===== src/rtl/rv_sys_monitor.sv =====
// rtl/rv_sys_monitor.sv - ecall/ebreak retire monitor with console FIFO, drain timer and watchdog
module rv_sys_monitor #(
  parameter int unsigned N_HART      = 1,
  parameter int unsigned FIFO_DEPTH  = 16,
  parameter int unsigned DRAIN_CYC   = 5,
  parameter logic [31:0] TIMEOUT_CYC = 32'd1_000_000,
  parameter logic [31:0] SYS_EXIT    = 32'd93,
  parameter logic [31:0] SYS_PUTC    = 32'd64
) (
  input  logic                   clk,
  input  logic                   reset,
  input  logic [N_HART-1:0]      ret_v,
  input  logic [N_HART-1:0][31:0] ret_ir,
  input  logic [N_HART-1:0][31:0] ret_a7,
  input  logic [N_HART-1:0][31:0] ret_a0,
  output logic [7:0]             con_data,
  output logic                   con_valid,
  input  logic                   con_ready,
  output logic [15:0]            con_drop,
  output logic                   done,
  output logic [31:0]            exit_code,
  output logic [1:0]             exit_hart,
  output logic                   abort,
  output logic                   timeout,
  output logic [31:0]            cycles
);

  localparam int AW = $clog2(FIFO_DEPTH);
  localparam int PW = AW + 1;
  localparam logic [31:0] IR_ECALL  = 32'h0000_0073;
  localparam logic [31:0] IR_EBREAK = 32'h0010_0073;

  typedef enum logic [1:0] {ST_RUN, ST_DRAIN, ST_DONE} state_t;

  state_t        state_q, state_d;
  logic [31:0]   drain_q, drain_d;
  logic [31:0]   cycles_q, cycles_d;
  logic [31:0]   exit_code_q, exit_code_d;
  logic [1:0]    exit_hart_q, exit_hart_d;
  logic          abort_q, abort_d;
  logic          timeout_q, timeout_d;
  logic          done_q, done_d;
  logic [PW-1:0] wr_ptr_q, wr_ptr_d;
  logic [PW-1:0] rd_ptr_q, rd_ptr_d;
  logic [7:0]    mem_q [FIFO_DEPTH];
  logic [7:0]    mem_d [FIFO_DEPTH];
  logic [7:0]    con_data_q, con_data_d;
  logic          con_valid_q, con_valid_d;
  logic [15:0]   con_drop_q, con_drop_d;

  logic          term_any, term_brk;
  logic [1:0]    term_idx;
  logic [31:0]   term_a0;
  logic          putc_any;
  logic [7:0]    putc_data;
  logic [2:0]    putc_cnt;
  logic          accept, pop, push, full, wd_hit;
  logic [2:0]    drop_inc;
  logic [16:0]   drop_sum;

  // Lowest-index hart wins both the termination and the console slot.
  always_comb begin
    term_any  = 1'b0;
    term_brk  = 1'b0;
    term_idx  = 2'd0;
    term_a0   = 32'd0;
    putc_any  = 1'b0;
    putc_data = 8'd0;
    putc_cnt  = 3'd0;
    for (int i = 0; i < N_HART; i++) begin
      if (ret_v[i]) begin
        if (!term_any && (ret_ir[i] == IR_EBREAK ||
                          (ret_ir[i] == IR_ECALL && ret_a7[i] == SYS_EXIT))) begin
          term_any = 1'b1;
          term_brk = (ret_ir[i] == IR_EBREAK);
          term_idx = 2'(i);
          term_a0  = ret_a0[i];
        end
        if (ret_ir[i] == IR_ECALL && ret_a7[i] == SYS_PUTC) begin
          if (!putc_any) putc_data = ret_a0[i][7:0];
          putc_any = 1'b1;
          putc_cnt = putc_cnt + 3'd1;
        end
      end
    end
  end

  always_comb begin
    state_d     = state_q;
    drain_d     = drain_q;
    exit_code_d = exit_code_q;
    exit_hart_d = exit_hart_q;
    abort_d     = abort_q;
    timeout_d   = timeout_q;
    wd_hit      = (TIMEOUT_CYC != 32'd0) && (cycles_q + 32'd1 == TIMEOUT_CYC);
    case (state_q)
      ST_RUN: begin
        if (term_any) begin
          exit_code_d = term_a0;
          exit_hart_d = term_idx;
          abort_d     = term_brk;
          drain_d     = DRAIN_CYC;
          state_d     = ST_DRAIN;
        end else if (wd_hit) begin
          timeout_d   = 1'b1;
          exit_code_d = 32'hFFFF_FFFF;
          exit_hart_d = 2'd0;
          drain_d     = DRAIN_CYC;
          state_d     = ST_DRAIN;
        end
      end
      // A load of 0 or 1 both leave DRAIN after a single cycle.
      ST_DRAIN: begin
        if (drain_q <= 32'd1) state_d = ST_DONE;
        else                  drain_d = drain_q - 32'd1;
      end
      default: ;
    endcase
    done_d   = (state_d == ST_DONE);
    cycles_d = (state_q == ST_DONE) ? cycles_q : cycles_q + 32'd1;
  end

  always_comb begin
    accept   = (state_q != ST_DONE);
    pop      = con_valid_q && con_ready;
    full     = (wr_ptr_q[AW] != rd_ptr_q[AW]) && (wr_ptr_q[AW-1:0] == rd_ptr_q[AW-1:0]);
    push     = accept && putc_any && (!full || pop);
    drop_inc = accept ? (putc_cnt - {2'b00, push}) : 3'd0;
    drop_sum = {1'b0, con_drop_q} + {14'd0, drop_inc};
    con_drop_d = drop_sum[16] ? 16'hFFFF : drop_sum[15:0];

    wr_ptr_d = wr_ptr_q + {{AW{1'b0}}, push};
    rd_ptr_d = rd_ptr_q + {{AW{1'b0}}, pop};
    mem_d    = mem_q;
    if (push) mem_d[wr_ptr_q[AW-1:0]] = putc_data;

    // The head register must see a character pushed into an otherwise empty FIFO.
    con_valid_d = (wr_ptr_d != rd_ptr_d);
    con_data_d  = con_data_q;
    if (con_valid_d) begin
      if (push && rd_ptr_d == wr_ptr_q) con_data_d = putc_data;
      else                              con_data_d = mem_q[rd_ptr_d[AW-1:0]];
    end
  end

  always_ff @(posedge clk) begin
    if (reset) begin
      state_q     <= ST_RUN;
      drain_q     <= 32'd0;
      cycles_q    <= 32'd0;
      exit_code_q <= 32'd0;
      exit_hart_q <= 2'd0;
      abort_q     <= 1'b0;
      timeout_q   <= 1'b0;
      done_q      <= 1'b0;
      wr_ptr_q    <= '0;
      rd_ptr_q    <= '0;
      con_data_q  <= 8'd0;
      con_valid_q <= 1'b0;
      con_drop_q  <= 16'd0;
    end else begin
      state_q     <= state_d;
      drain_q     <= drain_d;
      cycles_q    <= cycles_d;
      exit_code_q <= exit_code_d;
      exit_hart_q <= exit_hart_d;
      abort_q     <= abort_d;
      timeout_q   <= timeout_d;
      done_q      <= done_d;
      wr_ptr_q    <= wr_ptr_d;
      rd_ptr_q    <= rd_ptr_d;
      con_data_q  <= con_data_d;
      con_valid_q <= con_valid_d;
      con_drop_q  <= con_drop_d;
    end
  end

  always_ff @(posedge clk) begin
    mem_q <= mem_d;
  end

  assign con_data  = con_data_q;
  assign con_valid = con_valid_q;
  assign con_drop  = con_drop_q;
  assign done      = done_q;
  assign exit_code = exit_code_q;
  assign exit_hart = exit_hart_q;
  assign abort     = abort_q;
  assign timeout   = timeout_q;
  assign cycles    = cycles_q;

endmodule


===== config.mk =====
export PLATFORM = sky130hd
export DESIGN_NAME = rv_sys_monitor
export DESIGN_NICKNAME = d
export VERILOG_FILES = /design/src/rtl/rv_sys_monitor.sv
export SDC_FILE = /design/constraint.sdc
export NUM_CORES = 1
export LEC_CHECK = 0
export ABC_CLOCK_PERIOD_IN_PS = 3480
export CORE_ASPECT_RATIO = 1.1
export CORE_MARGIN = 4
export CORE_UTILIZATION = 25
export CTS_CLUSTER_SIZE = 14
export DETAILED_ROUTE_END_ITERATION = 7
export SLEW_MARGIN = 40
export SYNTH_ARGS = -nofsm -noshare
export SYNTH_HDL_FRONTEND = slang
export SYNTH_SLANG_ARGS = --single-unit

===== constraint.sdc =====
create_clock -name clk -period 3.48 [get_ports clk]
set_input_delay 0.348 -clock clk [delete_from_list [all_inputs] [get_ports clk]]
set_output_delay 0.348 -clock clk [all_outputs]
set_load 0.02 [all_outputs]

==> results of run 1 <==
[synthesized netlist by cell type, drive strengths merged, types with 15 or more instances]
library cell and instances:
dfxtp 136, edfxtp 128, nand2 114, nor2 82
clkbuf 56, a21oi 54, a31oi 39, nand3 36
xor2 35, xnor2 33, mux4 32, nand4 26
or4 25, nor4 23, or3 23, inv 21
and2 20, nor3 19, o31ai 18, mux2i 15
o21ai 15
[metal layers]
metal	vias to the layer above	routed length (um)	track usage
met2	321	16800	0.226
met3	44	2000	0.0237
met1	4706	15300	0.170
met4	0	744	0.0347
met5	-	0	0
li1	4590	-	-
[worst paths after layout]
kind,from,end,depth (start not counted)
hold / removal,reset,wr_ptr_q[2]$_SDFF_PP0_,2
setup reg to reg,cycles[1]$_SDFFE_PP0N_,drain_q[9]$_SDFFE_PP0P_,11
setup / recovery,cycles[1]$_SDFFE_PP0N_,drain_q[9]$_SDFFE_PP0P_,11
hold reg to reg,timeout$_SDFFE_PP0P_,timeout$_SDFFE_PP0P_,2
[where the power goes]
group | switching, W | total [W] | internal, W
Combinational | 0.0000721 | 0.000197 | 0.000125
Clock | 0.00128 | 0.00304 | 0.00176
Sequential | 0.00000326 | 0.00323 | 0.00323
[logic make-up after synthesis]
kind of cell             after synthesis  share of synthesized area
other                                  1                   0.000314
flip-flops                           264                      0.550
AO/OA/AOI/OAI                        163                     0.0886
buffers and inverters                 90                     0.0312
XOR/XNOR                              68                     0.0499
AND/OR/NAND/NOR                      431                      0.189
adder cells (fa/ha/maj)               10                     0.0105
multiplexers                          55                     0.0805
[registers in the layout, indices dropped and copies added, names as in the netlist]
| signal | cells |
|---|---|
| abort | 1 |
| con_data | 8 |
| con_drop | 16 |
| con_valid | 1 |
| cycles | 32 |
| done | 1 |
| drain_q | 32 |
| exit_code | 32 |
| mem_q | 128 |
| rd_ptr_q | 5 |
| state_q | 2 |
| timeout | 1 |
| wr_ptr_q | 5 |
[stage by stage]
stage                     hold slack [ps]  std cells  power (W)
final                                 256       2019    0.00647
after floorplan                       446       1083    0.00335
after global routing                  276       2019    0.00668
after CTS                             331       2018    0.00654
after detailed placement              437       1966    0.00350
after global placement                434       1966    0.00349
[worst reg2reg max path, delay by kind of cell (launching register included)]
| family | cells | cell delay [ps] |
|---|---|---|
| buffers and inverters | 3 | 540 |
| and+or+nand+nor | 5 | 1670 |
| DFF | 1 | 370 |
| AOI/OAI and AO/OA | 3 | 640 |
[timing repair]
action | CTS | global route
pin swaps | 0 | 3
endpoints found under the setup margin | 36 | 36
endpoints found under the hold margin | 0 | 0
resized for setup | 3 | 14
[final cells by class]
class | count | share of cell area
timing repair buffer | 316 | 0.178
tap | 637 | 0.0485
sequential | 264 | 0.400
clock inverter | 16 | 0.00982
clock buffer | 36 | 0.0481
multi-input combinational | 729 | 0.311
inverter | 21 | 0.00480
==> flow_metrics.env, run 1 <==
export IMPL_critical_path_arrival_ps=3780
export IMPL_relSlewSlack=0.516
export IMPL_tightest_slew_ps=723
export IMPL_start_kind="register"
export IMPL_hpwl_mm=25.2
export IMPL_grt_pass1_wl_mm=54.1
export IMPL_synth_edf_count=128
export IMPL_endpoint_kind="register"
export IMPL_maxSlewViolCount=0
export IMPL_hold_viol=0
export IMPL_netlist_area_sq_mm=0.0119
export IMPL_dr_pass1_iters=5
export IMPL_clock_skew_ps=28.2
export IMPL_layout_commonest_cell="clkdlybuf4s50_1"
export IMPL_drtAntennaViolNets=0
export IMPL_p_leak_nw=5.27
export IMPL_start_util=0.254
export IMPL_cts_sinks=264
export IMPL_cap_violations=0
export IMPL_n_antenna_cell=0
export IMPL_port_buffers=191
export IMPL_synth_cell_types=63
export IMPL_fin_crit_ps=3290
export IMPL_pre_cts_ws_ps=-681
export IMPL_vias=9661
export IMPL_rows=83
export IMPL_r2r_slack_ps=190
export IMPL_rsz0062_at_grt="false"
export IMPL_ir_drop_mv=0.338
export IMPL_min_period_over_period=0.947
export IMPL_gp_congestion=0.801
export IMPL_worst_slack_ps=186
export IMPL_finish_instance_area_sq_mm=0.0164
export IMPL_h_tree_depth=1
export IMPL_worst_setup_path_type="reg2reg"
export IMPL_root_buffer="clkbuf_16"
export IMPL_path_clk_slew_ps=70
export IMPL_cp_required_ps=3960
export IMPL_routedWlPerCell_um=17.3
export IMPL_syn_inst=1082
export IMPL_crit_path_top_delay_cell="or4b_1"
export IMPL_status="finished clean"
export IMPL_yosys_warnings=0
export IMPL_max_clock_path_buffers=3
export IMPL_placedInstanceArea_sq_mm=0.0154
export IMPL_antenna_found_initial=0
export IMPL_clk_latency_ps=570
export IMPL_drc=0
export IMPL_vias_per_cell=4.79
export IMPL_yosysTopAreaCell="edfxtp_1"
export IMPL_layout_drive_gt1_share=0.185
export IMPL_path_cells="nand4_1 -> or4b_1 -> or3_1 -> a2111oi_4 -> buf_4 -> and3_2 -> a21boi_4 -> buf_8 -> buf_4 -> or3_1 -> a21oi_1"
export IMPL_hold_path_class="in2reg"
export IMPL_multi_input_area_sq_mm=0.00511
export IMPL_cts_tree="built"
export IMPL_area_growth_pct=37.7
export IMPL_core_sq_mm=0.0469
export IMPL_cts_hold_buf=0
export IMPL_post_route_util=0.350
export IMPL_drt_iter0_drc=617
export IMPL_layout_common_cells="clkdlybuf4s50_1, dfxtp_1, edfxtp_1"
export IMPL_dieArea_sq_mm=0.0513
export IMPL_nets=1470
export IMPL_syn_area_per_cell_sq_um=11.0
export IMPL_fillerInstances=4741
export IMPL_critical_path_max_stage_delay_ps=570
export IMPL_cts_setup_buffers=0
export IMPL_cts_buffers=28
export IMPL_ys_seq_area_frac=0.550
export IMPL_grt_use_total=0.131
export IMPL_finalSetupViolCount=0
export IMPL_setup_tns_ps=0
export IMPL_die_h_um=237
export IMPL_grt_remaining_overflow=0
export IMPL_grt_pass1_vias=9462
export IMPL_crit_family="simple AND/OR/NAND/NOR gates"
export IMPL_path_buf_inv=3
export IMPL_seqCellArea_sq_mm=0.00657
export IMPL_grt_max_degree=85
export IMPL_synth_top_area_share=0.322
export IMPL_synth_area_leaders="edfxtp_1, dfxtp_1, mux4_2, nand2_1, nor2_1"
export IMPL_ys_flop_type="dfxtp_1"
export IMPL_max_freq_mhz=304
export IMPL_path_max_fanout=25
export IMPL_wirelength_mm=34.9
export IMPL_io_pins=194
export IMPL_die_w_um=216
export IMPL_ys_ff_latch=264
export IMPL_power_density_mw_per_mm2=393
export IMPL_synthArstFlopShare=0
No activity file was read; power rests on OpenSTA's default activity.
==> run 2: changes to the inputs <==
--- a/config.mk
+++ b/config.mk
@@ -6,7 +6,6 @@
 export NUM_CORES = 1
 export LEC_CHECK = 0
 export ABC_CLOCK_PERIOD_IN_PS = 3480
-export CORE_ASPECT_RATIO = 1.1
 export CORE_MARGIN = 4
 export CORE_UTILIZATION = 25
 export CTS_CLUSTER_SIZE = 14
==> run 2 against run 1 <==
Compared with the run above: first-iteration DRC count rose by 12%; worst hold slack got worse by 9.2 ps; largest power group unchanged; largest cell class unchanged; design area fell by 1.0%; total power barely moved; global-route usage fell by 0.50 points; combinational power fell by 5%; register-to-register slack improved by 30 ps; maximum frequency rose by 0.93%.
==> flow_metrics.env, run 2 (same netlist as run 1, synthesis figures left out) <==
export IMPL_worst_setup_path_type="reg2reg"
export IMPL_fillerInstances=4670
export IMPL_min_period_over_period=0.938
export IMPL_layout_commonest_cell="clkdlybuf4s50_1"
export IMPL_finalSetupViolCount=0
export IMPL_dr_pass1_iters=5
export IMPL_endpoint="drain_q[6]$_SDFFE_PP0P_"
export IMPL_cts_tree="built"
export IMPL_grt_pass1_vias=9214
export IMPL_layout_common_cells="clkdlybuf4s50_1, dfxtp_1, edfxtp_1"
export IMPL_grt_pass1_wl_mm=52.0
export IMPL_grt_remaining_overflow=0
export IMPL_path_max_fanout=48
export IMPL_fin_crit_ps=3260
export IMPL_cts_buffers=30
export IMPL_start_util=0.255
export IMPL_power_total_w=0.00646
export IMPL_top_register="mem_q"
export IMPL_r2r_slack_ps=220
export IMPL_largest_register_ffs=128
export IMPL_clk_latency_ps=600
export IMPL_whs_path_depth=2
export IMPL_gp_congestion=0.822
export IMPL_area_growth_pct=36.3
export IMPL_relSlewSlack=0.519
export IMPL_cap_violations=0
export IMPL_cts_sinks=264
export IMPL_layout_drive_gt1_share=0.169
export IMPL_io_pins=194
export IMPL_power_density_mw_per_mm2=397
export IMPL_h_tree_depth=1
export IMPL_grt_max_degree=89
export IMPL_maxSlewViolCount=0
export IMPL_antenna_found_initial=0
export IMPL_die_w_um=226
export IMPL_port_buffers=191
export IMPL_vias_per_cell=4.77
export IMPL_grt_use_total=0.126
export IMPL_critical_path_arrival_ps=3740
export IMPL_vias=9446
export IMPL_rr_worst_depth=9
export IMPL_seqCellArea_sq_mm=0.00657
export IMPL_root_buffer="clkbuf_16"
export IMPL_hpwl_mm=24.3
export IMPL_n_antenna_cell=0
export IMPL_cp_required_ps=3960
export IMPL_cts_resized=0
export IMPL_drt_iter0_drc=692
export IMPL_drc=0
export IMPL_post_route_util=0.347
export IMPL_routedWlPerCell_um=17.0
export IMPL_wirelength_mm=33.7
export IMPL_die_h_um=226
export IMPL_rows=79
export IMPL_start_kind="register"
export IMPL_nets=1461
export IMPL_endpoint_kind="register"
export IMPL_r2r_start="cycles[19]$_SDFFE_PP0N_"
export IMPL_status="finished clean"
export IMPL_p_leak_nw=5.23
export IMPL_max_freq_mhz=306
export IMPL_max_clock_path_buffers=3
export IMPL_ir_drop_mv=0.398
export IMPL_rsz0062_at_grt="false"
export IMPL_dieArea_sq_mm=0.0513
export IMPL_cts_hold_buf=0
export IMPL_clock_skew_ps=56.1
export IMPL_regToRegEndpoint="drain_q[6]$_SDFFE_PP0P_"
export IMPL_hold_path_class="in2reg"
export IMPL_tightest_slew_ps=722
export IMPL_drtAntennaViolNets=0
export IMPL_multi_input_area_sq_mm=0.00505
export IMPL_crit_start="cycles[19]$_SDFFE_PP0N_"
export IMPL_cts_setup_buffers=0
export IMPL_path_clk_slew_ps=60
export IMPL_core_sq_mm=0.0469
export IMPL_hold_viol=0
==> run 2: cell types whose count changed in the layout (fill, tap and decap cells not counted), moves of 2 or more <==
| cell | delta |
|---|---|
| clkinvlp_4 | -3 |
| clkbuf_1 | +8 |
| buf_4 | -11 |
| and3_1 | +2 |
| nor4b_1 | +2 |
| clkbuf_16 | +2 |
| clkinv_2 | -3 |
==> run 2: layer usage <==
layer / wire, um / track usage
met5: 0 / 0
met4: 858 / 0.0379
met3: 2140 / 0.0308
met2: 15600 / 0.200
met1: 15100 / 0.171
==> run 2: per-stage QoR <==
stage	instance area (sq um)	std cells	worst slack [ps]	hold slack, ps	setup TNS [ps]
after floorplan	12000	1083	36.2	446	0
after global placement	15300	1926	-275	432	-5100
after detailed placement	15300	1926	-354	440	-6310
after CTS	16200	1981	21.4	226	0
after global routing	16300	1981	26.4	268	0
final	16300	1981	216	247	0
==> run 2: power by group <==
group	switching, W	internal, W	total (W)
sequential	0.00000405	0.00323	0.00324
combinational	0.0000661	0.000122	0.000188
clock	0.00125	0.00179	0.00304
==> run 2: area by class of cell <==
type                            count  area share
Clock buffer                       46      0.0535
Clock inverter                      9     0.00577
Inverter                           21     0.00485
Multi-Input combinational cell    729       0.310
Sequential cell                   264       0.404
Tap cell                          607      0.0467
Timing Repair Buffer              305       0.175
==> run 2: how the worst min path moves through the flow <==
stage,end,start
final,con_drop[15]$_SDFF_PP0_,reset
after global routing,con_drop[15]$_SDFF_PP0_,reset
after CTS,con_drop[15]$_SDFF_PP0_,reset
after detailed placement,timeout$_SDFFE_PP0P_,timeout$_SDFFE_PP0P_
after global placement,timeout$_SDFFE_PP0P_,timeout$_SDFFE_PP0P_
after floorplan,drain_q[22]$_SDFFE_PP0P_,drain_q[22]$_SDFFE_PP0P_
==> run 2: critical path, cell delays in order, from the launching register on <==
cell and delay [ps]:
dfxtp_1 320, nand4_1 170, or3_1 410, o31a_1 300
or4_4 540, a221oi_4 440, a21boi_2 120, buf_12 200
or4_1 510, a21oi_1 170
